File: config.mk
export PLATFORM = sky130hd
export DESIGN_NAME = wps_read_src_arbiter
export DESIGN_NICKNAME = d
export VERILOG_FILES = /design/src/rtl/wps_read_src_arbiter.sv
export SDC_FILE = /design/constraint.sdc
export NUM_CORES = 1
export LEC_CHECK = 0
export ABC_AREA = 0
export BUFFER_PORTS_ARGS = -buffer_cell sky130_fd_sc_hd__buf_2
export CAP_MARGIN = 20
export CELL_PAD_IN_SITES_DETAIL_PLACEMENT = 0
export CELL_PAD_IN_SITES_GLOBAL_PLACEMENT = 2
export CORE_MARGIN = 5
export CORE_UTILIZATION = 40
export CTS_BUF_LIST = sky130_fd_sc_hd__clkbuf_16
export CTS_CLUSTER_DIAMETER = 200
export CTS_CLUSTER_SIZE = 28
export DETAILED_ROUTE_END_ITERATION = 10
export PLACE_DENSITY_LB_ADDON = 0.15
export SKIP_LAST_GASP = 1
export SYNTH_ARGS = -nofsm -noshare
export SYNTH_HDL_FRONTEND = slang
export SYNTH_SLANG_ARGS = --single-unit
File: constraint.sdc
create_clock -name clk -period 27.4 [get_ports clk]
set_input_delay 5.48 -clock clk [delete_from_list [all_inputs] [get_ports clk]]
set_output_delay 5.48 -clock clk [all_outputs]
set_load 0.02 [all_outputs]
File: src/rtl/wps_read_src_arbiter.sv
// N-way read-source arbiter: one session at a time, with queued start requests, a registered
// output FIFO that absorbs source read latency, a per-session beat counter and sticky error flags.
module wps_read_src_arbiter #(
  parameter int unsigned NUM_SRC    = 2,
  parameter int unsigned SEL_W      = 1,
  parameter int unsigned DATA_W     = 288,
  parameter int unsigned FIFO_DEPTH = 4,
  parameter int unsigned READ_LAT   = 2
) (
  input  logic                        clk,
  input  logic                        rst,
  input  logic [NUM_SRC-1:0]          src_start_in,
  input  logic [NUM_SRC-1:0]          src_done_in,
  input  logic [NUM_SRC*DATA_W-1:0]   src_data_in,
  input  logic [NUM_SRC-1:0]          src_valid_in,
  output logic [NUM_SRC-1:0]          src_ready_out,
  output logic [DATA_W-1:0]           tx_data_out,
  output logic                        tx_valid_out,
  input  logic                        rx_ready_in,
  output logic [SEL_W-1:0]            tx_src_out,
  output logic                        busy_out,
  output logic [31:0]                 beat_cnt_out,
  output logic                        err_stray_out,
  output logic                        err_ovf_out
);

  localparam int unsigned PTR_W = (FIFO_DEPTH > 1) ? $clog2(FIFO_DEPTH) : 1;
  localparam int unsigned CNT_W = PTR_W + 1;

  localparam logic [1:0] StIdle   = 2'd0;
  localparam logic [1:0] StActive = 2'd1;
  localparam logic [1:0] StDrain  = 2'd2;

  logic [1:0]         state_q, state_d;
  logic [SEL_W-1:0]   sel_q, sel_d;
  logic [NUM_SRC-1:0] pending_q, pending_d;
  logic [31:0]        beat_cnt_q, beat_cnt_d;
  logic               err_stray_q, err_ovf_q;

  logic [DATA_W-1:0]  fifo_data [FIFO_DEPTH];
  logic [SEL_W-1:0]   fifo_src  [FIFO_DEPTH];
  logic [PTR_W-1:0]   wr_ptr_q, rd_ptr_q;
  logic [CNT_W-1:0]   count_q;

  logic [NUM_SRC-1:0] sel_oh, cancel, pend_upd;
  logic [CNT_W-1:0]   free_cnt;
  logic               active, fifo_full, fifo_empty, room;
  logic               beat_in, push, pop, stray;
  logic [DATA_W-1:0]  sel_data;

  function automatic logic [SEL_W-1:0] lowest(input logic [NUM_SRC-1:0] v);
    logic [SEL_W-1:0] r;
    r = '0;
    for (int i = int'(NUM_SRC) - 1; i >= 0; i--) begin
      if (v[i]) r = SEL_W'(i);
    end
    return r;
  endfunction

  assign sel_oh     = NUM_SRC'(1) << sel_q;
  assign active     = (state_q == StActive);
  assign fifo_full  = (count_q == CNT_W'(FIFO_DEPTH));
  assign fifo_empty = (count_q == '0);
  assign free_cnt   = CNT_W'(FIFO_DEPTH) - count_q;
  // Keep READ_LAT entries spare so beats still in flight after ready drops have somewhere to go.
  assign room       = (free_cnt > CNT_W'(READ_LAT));

  // Beats are taken on valid alone; ready only throttles new requests.
  assign beat_in = active && |(src_valid_in & sel_oh);
  assign push    = beat_in && !fifo_full;
  assign pop     = !fifo_empty && rx_ready_in;
  assign stray   = (state_q != StIdle) && |(src_valid_in & ~sel_oh);

  always_comb begin
    sel_data = '0;
    for (int k = 0; k < int'(NUM_SRC); k++) begin
      if (SEL_W'(k) == sel_q) sel_data = src_data_in[k*DATA_W +: DATA_W];
    end
  end

  // A done from the selected source never cancels its own restart request.
  assign cancel   = src_done_in & ~sel_oh;
  assign pend_upd = (pending_q | src_start_in) & ~cancel;

  always_comb begin
    state_d    = state_q;
    sel_d      = sel_q;
    pending_d  = pending_q;
    beat_cnt_d = beat_cnt_q;
    unique case (state_q)
      StIdle: begin
        if (|src_start_in) begin
          sel_d      = lowest(src_start_in);
          pending_d  = src_start_in & ~(NUM_SRC'(1) << lowest(src_start_in));
          beat_cnt_d = '0;
          state_d    = StActive;
        end
      end
      StActive: begin
        pending_d = pend_upd;
        if (push && (beat_cnt_q != '1)) beat_cnt_d = beat_cnt_q + 32'd1;
        if (|(src_done_in & sel_oh)) state_d = StDrain;
      end
      StDrain: begin
        pending_d = pend_upd;
        if (fifo_empty) begin
          if (|pend_upd) begin
            sel_d      = lowest(pend_upd);
            pending_d  = pend_upd & ~(NUM_SRC'(1) << lowest(pend_upd));
            beat_cnt_d = '0;
            state_d    = StActive;
          end else begin
            state_d = StIdle;
          end
        end
      end
      default: state_d = StIdle;
    endcase
  end

  always_ff @(posedge clk or posedge rst) begin
    if (rst) begin
      state_q     <= StIdle;
      sel_q       <= '0;
      pending_q   <= '0;
      beat_cnt_q  <= '0;
      err_stray_q <= 1'b0;
      err_ovf_q   <= 1'b0;
    end else begin
      state_q    <= state_d;
      sel_q      <= sel_d;
      pending_q  <= pending_d;
      beat_cnt_q <= beat_cnt_d;
      if (stray) err_stray_q <= 1'b1;
      if (beat_in && fifo_full) err_ovf_q <= 1'b1;
    end
  end

  always_ff @(posedge clk or posedge rst) begin
    if (rst) begin
      wr_ptr_q <= '0;
      rd_ptr_q <= '0;
      count_q  <= '0;
    end else begin
      if (push) wr_ptr_q <= wr_ptr_q + PTR_W'(1);
      if (pop)  rd_ptr_q <= rd_ptr_q + PTR_W'(1);
      unique case ({push, pop})
        2'b10:   count_q <= count_q + CNT_W'(1);
        2'b01:   count_q <= count_q - CNT_W'(1);
        default: count_q <= count_q;
      endcase
    end
  end

  always_ff @(posedge clk) begin
    if (push) begin
      fifo_data[wr_ptr_q] <= sel_data;
      fifo_src[wr_ptr_q]  <= sel_q;
    end
  end

  assign src_ready_out = (active && room) ? sel_oh : '0;
  assign tx_valid_out  = !fifo_empty;
  // Storage is not reset, so gate the head entry to keep outputs at zero when empty.
  assign tx_data_out   = tx_valid_out ? fifo_data[rd_ptr_q] : '0;
  assign tx_src_out    = tx_valid_out ? fifo_src[rd_ptr_q] : '0;
  assign busy_out      = (state_q != StIdle) || tx_valid_out;
  assign beat_cnt_out  = beat_cnt_q;
  assign err_stray_out = err_stray_q;
  assign err_ovf_out   = err_ovf_q;

endmodule

# Yosys cells after proc, flatten, opt, wreduce, memory -nomap -nowiden
# Memory sizes are Yosys's and may differ from the RTL's.
# Index checks and enable logic that the tools add are counted.
# W data, S select, Z words.
[classes] eq_ne=11 add_sub_neg=6 n_lt_le_gt_ge=1 div_mod_pow=0 n_reduce_logical=25 n_mux=31 n_mul=0 n_bitwise=12 shifts=3
[ops] cell="$mux W288" count=2
[ops] cell="$mux W32" count=4
[ops] cell="$pmux W32 S3" count=1
[ops] cell="$add A32 B1 Y32 const B" count=1
[ops] cell="$ne A32 B32 Y1 const B" count=1
[ops] cell="$and A2 B2 Y2" count=7
[ops] cell="$mux W2" count=7
[ops] cell="$mux W1" count=13
[ops] cell="$pmux W2 S3" count=2
[ops] cell="$reduce_or A2 Y1" count=5
[ops] cell="$not A2 Y2" count=4
[ops] cell="$logic_and A1 B1 Y1" count=7
[ops] cell="$ne A2 B2 Y1 const B" count=3
[ops] cell="$pmux W3 S2" count=1
[ops] cell="$reduce_bool A2 Y1" count=3
[ops] cell="$shl A1 B1 Y2 const A" count=3
[ops] cell="$reduce_and A5 Y1" count=1
[ops] cell="$add A2 B1 Y2 const B" count=2
[ops] cell="$eq A2 B1 Y1 const B" count=2
[ops] cell="$eq A2 B2 Y1 const B" count=2
[ops] cell="$ne A2 B1 Y1 const B" count=2
[ops] cell="$reduce_and A4 Y1" count=1
[ops] cell="$add A3 B1 Y3 const B" count=1
[ops] cell="$eq A3 B3 Y1 const B" count=1
[ops] cell="other kinds (12)" count=13
[word_totals] mem_bits_rw=1156 mem_count=2 register_bits=46 elab_cells=100 rom_bits=0 latchBits=0
[memory_table] memory="fifo_data" depth=4 word_bits=288 rd=1 rd_clocked_by_memory_dff=0 write_ports=1 line_no="40" text="logic [DATA_W-1:0] fifo_data [FIFO_DEPTH];"
[memory_table] memory="fifo_src" depth=4 word_bits=1 rd=1 rd_clocked_by_memory_dff=0 write_ports=1 line_no="41" text="logic [SEL_W-1:0] fifo_src [FIFO_DEPTH];"

# Logic depth before layout (Yosys ltp)
# Gate-level depths: netlist (run 1).
[depth] ltp_word=16 depth_mapped=12

# Least setup slack after synthesis (run 1)
# OpenSTA, ideal clock, no wires.
[synth_timing] path_kind="in2reg" start="in src_valid_in[1]" end="mem fifo_data[0][0] (enable)" required_time_ps=26713 setup_slack_ps=14194 cell_stages=3 setup_time_ps=687 arrival_ps=12518 cell_sequence="mux2i_1 > nor2_1 > and2_1"
[synth_via] elab_chain_len=6
[synth_lines] item="start, declared" line_no="15" text="input logic [NUM_SRC-1:0] src_valid_in,"
[synth_lines] item="$and A2 B2 Y2" line_no="69" text="assign beat_in = active && |(src_valid_in & sel_oh);"
[synth_lines] item="$reduce_or A2 Y1" line_no="69"
[synth_lines] item="$logic_and A1 B1 Y1" line_no="69"
[synth_lines] item="$logic_and A1 B1 Y1" line_no="70" text="assign push = beat_in && !fifo_full;"
[synth_lines] item="$mux W1" line_no="156" text="if (push) begin"
[synth_lines] item="$mux W1 (implied by the code)" line_no="157" text="fifo_data[wr_ptr_q] <= sel_data;"
[synth_lines] item="end, declared" line_no="40"
# No other way between the ends.

# Worst setup path after layout (run 1)
[layout_timing] start="reg rd_ptr_q[0]" end="out tx_data_out[196]"
[layout_via] elab_chain_len=2
[layout_lines] item="start, declared" line_no="42" text="logic [PTR_W-1:0] wr_ptr_q, rd_ptr_q;"
[layout_lines] item="start signal, assigned" line_no="146" text="if (pop) rd_ptr_q <= rd_ptr_q + PTR_W'(1);"
[layout_lines] item="$mem_v2 Z4 W288"
[layout_lines] item="$mux W288" line_no="165" text="assign tx_data_out = tx_valid_out ? fifo_data[rd_ptr_q] : '0;"
[layout_lines] item="end, declared" line_no="17" text="output logic [DATA_W-1:0] tx_data_out,"
# No other way between the ends.

==> metrics.md, run 1 <==
| Metric | Value |
|---|---|
| Cell Area, Placed | `55900 um2` |
| Clock root cell | `clkbuf_16` |
| IO Port Bufs | `911` |
| H-Tree Depth | `2` |
| Post-Layout Inst Area | `57300 um2` |
| Min Hold Slack | `0.482 ns` |
| RSZ-0062 raised after global routing | `no` |
| Initial Util | `40.2%` |
| Leakage | `19.7 nW` |
| # clock sinks | `1202` |
| Initial antenna violation count | `8` |
| Worst Skew | `0.0175 ns` |
| Fin crit share | `39.9%` |
| Rel. slew slack | `27.8%` |
| Chip Width | `362 um` |
| Vert. Die Dim | `362 um` |
| Worst EP required | `21.92 ns` |
| Initial DRT Pass Iterations | `5` |
| Pins Over Slew Limit | `0` |
| Placed insts | `4898` |
| PostCTS Resize Cnt | `0` |
| Area leader, netlist | `edfxtp_1` |
| Clock buffer depth | `3` |
| EDFF count, synth | `1156` |
| Final setup vio count | `0` |
| Worst Path Max Fanout | `43` |
| Initial DRC Count | `1692` |
| Area growth syn-to-layout | `15.6%` |
| Worst EP arrival | `5.44 ns` |
| Fin Setup TNS | `0 ns` |
| CP endpoint kind | `output pin` |
| Peak supply drop | `0.0500 mV` |
| Via-per-instance ratio | `5.25` |
| CTS Buf Count | `48` |
| Num ports | `912` |
| Syn avg cell area | `20.2 um2` |
| Status | `finished clean` |
| Final WL | `128 mm` |
| Multi-input gate area | `13100 um2` |
| Pwr/cell area | `99.2 nW/um2` |
| Hold Buf Count CTS | `0` |
| Largest net degree at the start of global routing | `126` |
| CP Class | `reg2out` |
| Max Cap Violations | `0` |
| Top FF cell, synth | `edfxtp_1` |
| Final core occ | `46.4%` |
| Worst slew pin tran | `1.08 ns` |
| Syn nets | `3053` |
| FMAX | `91.5 MHz` |
| Yosys cell types | `55` |
| GPL Wtd Cong | `0.834` |
| GRT Overall Usage | `18.9%` |
| Via count of the first global-routing pass | `27300` |
| Antenna Violating Nets Remaining | `0` |
| Hpwl dp | `87.5 mm` |
| Sequential Area | `35900 um2` |
| Layout cells sized above 1 | `48.1%` |
| TritonCTS clock tree | `done` |
| Seq/Total Area, Yosys | `72.3%` |
| Skew-Pair Late Insertion Delay | `0.65 ns` |
| DRC Markers | `0` |
| Core ar. | `123000 um2` |
| Tmin final | `10.92 ns` |
| Asr flop ratio synth | `3.83%` |
| Remaining Overflow, GRT | `0` |
| Synthesized area | `49600 um2` |
| First-pass GRT wire length | `185 mm` |
| Top cells by area, synth | `edfxtp_1 70%, mux4_2 13%, mux2_2 6.5%` |
| CTS clk-pin slew, worst paths | `0.11 ns` |
| Synth top area share | `70.0%` |
| Setup Buffers After CTS | `0` |
| Critical Path Start Type | `flip-flop` |
| WL/cell | `25.8 um` |
| Final nets | `3916` |
| Cells after synthesis | `2452` |
| Yosys warns | `0` |
| Hold Path Class | `reg2reg` |
| Filler cells | `10700` |
| Final hold vios | `0` |
| Final Non-Filler Cells | `4963` |
| Die Area | `131000 um2` |
| Site Rows | `129` |
| Seq cells post-synth | `1202` |
| DR vias | `26000` |
==> layout make-up <==
type                    count  area share (%)
flip-flops and latches   1202            62.6
multi-input cells        1099            22.9
repair buffers            949            8.64
well taps                1637            3.57
clock buffers              49            2.14
inverters                  15           0.107
clock inverters             8          0.0524
diodes                      4          0.0175
==> cells by family (layout without fill, tap and decap cells) <==
| logic type | after synthesis | in the layout | share of synthesized area (%) |
|---|---|---|---|
| AO/OA/AOI/OAI | 75 | 75 | 0.904 |
| other | 0 | 4 | 0 |
| AND/OR/NAND/NOR | 415 | 415 | 5.14 |
| flip-flops | 1202 | 1202 | 72.3 |
| multiplexers | 584 | 584 | 19.8 |
| XOR/XNOR | 9 | 9 | 0.159 |
| adder cells (fa/ha/maj) | 16 | 16 | 0.419 |
| buffers and inverters | 151 | 1021 | 1.23 |
==> sequential cells by signal (all words and copies together) (netlist names), 2 cells and up <==
signal and count:
count_q 3, state_q 2, beat_cnt_out 32, rd_ptr_q 2, pending_q 2, fifo_src 4, fifo_data 1152, wr_ptr_q 2
==> metrics by stage <==
step	total power (W)	setup WS (ns)
after floorplan	0.00406	14.19
after global routing	0.00598	15.86
after global placement	0.00491	16.29
after detailed placement	0.00495	16.28
final	0.00568	16.48
after CTS	0.00579	15.52
==> layout by cell type, fill, tap and decap left out, drive strengths merged, types with 15 or more instances in the layout <==
master  count
edfxtp   1156
buf       948
and2      296
mux4      289
mux2      288
clkbuf     50
dfrtp      46
nand2      31
a21oi      26
o21ai      26
inv        23
nor2       15
ha         15
==> cells in the mapped netlist, types with 3 or more instances <==
cell type and count:
buf_1 23, o21ai_0 24, inv_1 15, a21oi_1 26, nor4_1 4, ha_1 15, dfrtp_1 46, xor2_1 4
edfxtp_1 1156, nor2b_1 3, mux4_2 289, nor2_1 15, nand3_1 9, or3_1 14, clkbuf_1 88, or4_1 9
and2_1 296, mux2_2 288, and4_1 3, buf_2 22, nand2_1 31, or2_2 4, mux2i_1 7, o31ai_1 8
xnor2_1 5, nand4_1 10
==> path summary, 6_finish.rpt <==
path / from / end / slack [ns] / depth (start not counted)
worst min register to register: count_q[0] / count_q[0] / 0.48 / 1
min in group asynchronous: rst / err_stray_out / 4.99 / 3
worst min-delay path: count_q[0] / count_q[0] / 0.48 / 1
max in group asynchronous: rst / rd_ptr_q[0] / 21.87 / 3
worst max-delay path: rd_ptr_q[0] / tx_data_out[196] / 16.48 / 9
worst max register to register: count_q[0] / fifo_data[0][203] / 22.51 / 9
==> power breakdown <==
part | internal, W | total [W] | switching (W)
Sequential | 0.00232 | 0.00240 | 0.0000772
Combinational | 0.000968 | 0.00244 | 0.00147
Clock | 0.000323 | 0.000840 | 0.000516
Total | 0.00362 | 0.00568 | 0.00207
==> critical path, cell delays in order, from the launching register on <==
cell and delay, ns:
dfrtp_4 0.94, buf_4 0.46, buf_16 0.32, buf_4 0.28, buf_16 0.32, buf_4 0.72
buf_4 0.67, mux4_2 0.58, and2_1 0.20, buf_2 0.17
==> per-layer routing <==
layer | up-vias | track usage (%) | routed length, um
met2 | 709 | 33.8 | 67700
met3 | 99 | 3.49 | 7590
met4 | 0 | 3.85 | 2320
met1 | 13700 | 24.1 | 50500
met5 | - | 0 | 0
li1 | 11500 | - | -
Note: power is estimated with default switching activity, not from simulation.
==> run 2: changes to the inputs <==
==> constraint.sdc (replaced) <==
create_clock -name clk -period 11.2 [get_ports clk]
set_input_delay 2.24 -clock clk [delete_from_list [all_inputs] [get_ports clk]]
set_output_delay 2.24 -clock clk [all_outputs]
set_load 0.02 [all_outputs]
==> run 2 against run 1 <==
Effect of this change: highest routed layer unchanged; worst setup slack lost 11 ns; combinational power up 140%; register-to-register slack worse by 16 ns; critical endpoint is now tx_data_out[108]; largest power group unchanged; largest cell class unchanged.
==> metrics.md, run 2 (synthesis gave the netlist of run 1 again) <==
| Metric | Value |
|---|---|
| Status | `finished clean` |
| GPL Wtd Cong | `0.827` |
| Largest Register | `fifo_data` |
| Critical Path Start Type | `flip-flop` |
| CP endpoint kind | `output pin` |
| PostCTS Resize Cnt | `0` |
| Leakage | `19.8 nW` |
| Worst slew pin tran | `1.08 ns` |
| FMAX | `164 MHz` |
| Site Rows | `129` |
| Most common cell after layout, fill and taps aside | `edfxtp_1` |
| Num ports | `912` |
| Worst Skew | `0.0198 ns` |
| Tot Pwr | `0.0139 W` |
| Place WS | `5.27 ns` |
| Final worst setup slack | `5.10 ns` |
| Min-Delay Endpoint | `err_stray_out` |
| Final setup vio count | `0` |
| IO Port Bufs | `911` |
| Chip Width | `362 um` |
| Slowest cell on crit path | `buf_4` |
| Area growth syn-to-layout | `15.9%` |
| DRC Markers | `0` |
| Initial DRT Pass Iterations | `5` |
| Hold Startpoint | `err_stray_out` |
| Clock root cell | `clkbuf_16` |
| RSZ-0062 raised after global routing | `no` |
| Via-per-instance ratio | `5.20` |
| GRT Overall Usage | `18.7%` |
| Via count of the first global-routing pass | `27600` |
| Max Cap Violations | `0` |
| Filler cells | `10700` |
| Worst R2R End | `fifo_data[3][237]` |
| Worst EP required | `8.96 ns` |
| WL/cell | `25.6 um` |
| TritonCTS clock tree | `done` |
| Tmin final | `6.10 ns` |
| # clock sinks | `1202` |
| Peak supply drop | `0.227 mV` |
| Final Non-Filler Cells | `4970` |
| Max reg flops | `1152` |
| H-Tree Depth | `2` |
| Die Area | `131000 um2` |
| First-pass GRT wire length | `183 mm` |
| Clock buffer depth | `3` |
| Worst path bufs/invs | `5` |
| Largest net degree at the start of global routing | `148` |
| Hold Buf Count CTS | `0` |
| Core ar. | `123000 um2` |
| Hold Path Class | `reg2reg` |
| Placed insts | `4888` |
| CTS Buf Count | `48` |
| Initial Util | `40.2%` |
| Layout cells sized above 1 | `47.8%` |
| CTS clk-pin slew, worst paths | `0.11 ns` |
| Setup Buffers After CTS | `0` |
| Skew-Pair Late Insertion Delay | `0.66 ns` |
| Initial antenna violation count | `10` |
| Fin Setup TNS | `0 ns` |
| Final WL | `127 mm` |
| Min-Delay Path Depth | `1` |
| Fin crit share | `54.4%` |
| Crit path cell chain | `inv_1, ha_1, ha_1, inv_6, buf_4, buf_4, and2_1, buf_2` |
| Initial DRC Count | `1380` |
| Slowest cell delay on critical path | `0.71 ns` |
| Reg2Reg Depth | `6` |
| R2R setup slack | `6.72 ns` |
| Worst EP arrival | `3.86 ns` |
| Final nets | `3905` |
| Remaining Overflow, GRT | `0` |
| Pins Over Slew Limit | `0` |
| Pwr/cell area | `242 nW/um2` |
| CP Class | `reg2out` |
| Rel. slew slack | `27.9%` |
| Top delay family on crit path | `buffers and inverters` |
| Final hold vios | `0` |
| Most frequent cells in the layout | `1156 x edfxtp_1, 911 x buf_2, 292 x and2_1` |
| Vert. Die Dim | `362 um` |
| Worst Path Max Fanout | `86` |
| Reg2Reg Launch Point | `sel_q` |
| DR vias | `25900` |
| Antenna Violating Nets Remaining | `0` |
| Hpwl dp | `86.2 mm` |
[run 2: cell types whose count changed in the layout (fill, tap and decap cells not counted)]
cell and change:
buf_4 -20, buf_12 +10, inv_1 +10, diode_2 +6, clkinv_8 +1
[run 2: worst register-to-register path, stage by stage (launching register included)]
cell     delay (ns)
dfrtp_4        0.80
mux2i_1        0.38
nor2_1         0.56
and2_4         0.64
buf_4          0.62
buf_16         0.30
buf_12         0.66
[run 2: worst max path at each step]
stage	start	end	slack (ns)	depth (start not counted)
6_report	count_q[0]	tx_data_out[108]	5.10	8
5_1_grt	count_q[0]	tx_data_out[180]	4.69	8
4_1_cts	count_q[0]	tx_data_out[134]	4.89	8
3_5_place_dp	src_valid_in[1]	fifo_data[2][186]	5.27	7
3_3_place_gp	src_valid_in[1]	fifo_data[3][208]	5.22	6
2_1_floorplan	src_valid_in[1]	fifo_data[0][0]	1.23	3
[run 2: final cells by class]
class / count / area [um2] / share of cell area [%]
diodes: 10 / 25.0 / 0.0436
clock buffers: 50 / 1250 / 2.18
clock inverters: 19 / 83.8 / 0.146
inverters: 15 / 61.3 / 0.107
multi-input cells: 1099 / 13100 / 22.8
flip-flops and latches: 1202 / 35900 / 62.5
well taps: 1637 / 2050 / 3.57
repair buffers: 938 / 4980 / 8.67
[run 2: per-stage QoR]
step / cell area, um2 / hold WS (ns) / utilization (%)
2_1_floorplan: 49600 / 0.446 / -
3_3_place_gp: 55900 / 0.460 / 45.3
4_1_cts: 57300 / 0.486 / 46.4
3_5_place_dp: 56000 / 0.458 / 45.4
6_report: 57400 / 0.482 / 46.5
5_1_grt: 57400 / 0.508 / 46.5
[run 2: metal layers]
| metal | share of wire [%] | global-route usage (%) |
|---|---|---|
| met2 | 54 | 35.0 |
| met4 | 1.7 | 3.17 |
| met3 | 5.7 | 3.97 |
| met5 | 0 | 0 |
| met1 | 38 | 22.5 |
[run 2: power breakdown]
group / internal [W] / total [W] / switching [W] / leakage, nW
clock: 0.000813 / 0.00209 / 0.00128 / 0.718
sequential: 0.00568 / 0.00586 / 0.000178 / 11.1
combinational: 0.00238 / 0.00595 / 0.00357 / 7.99
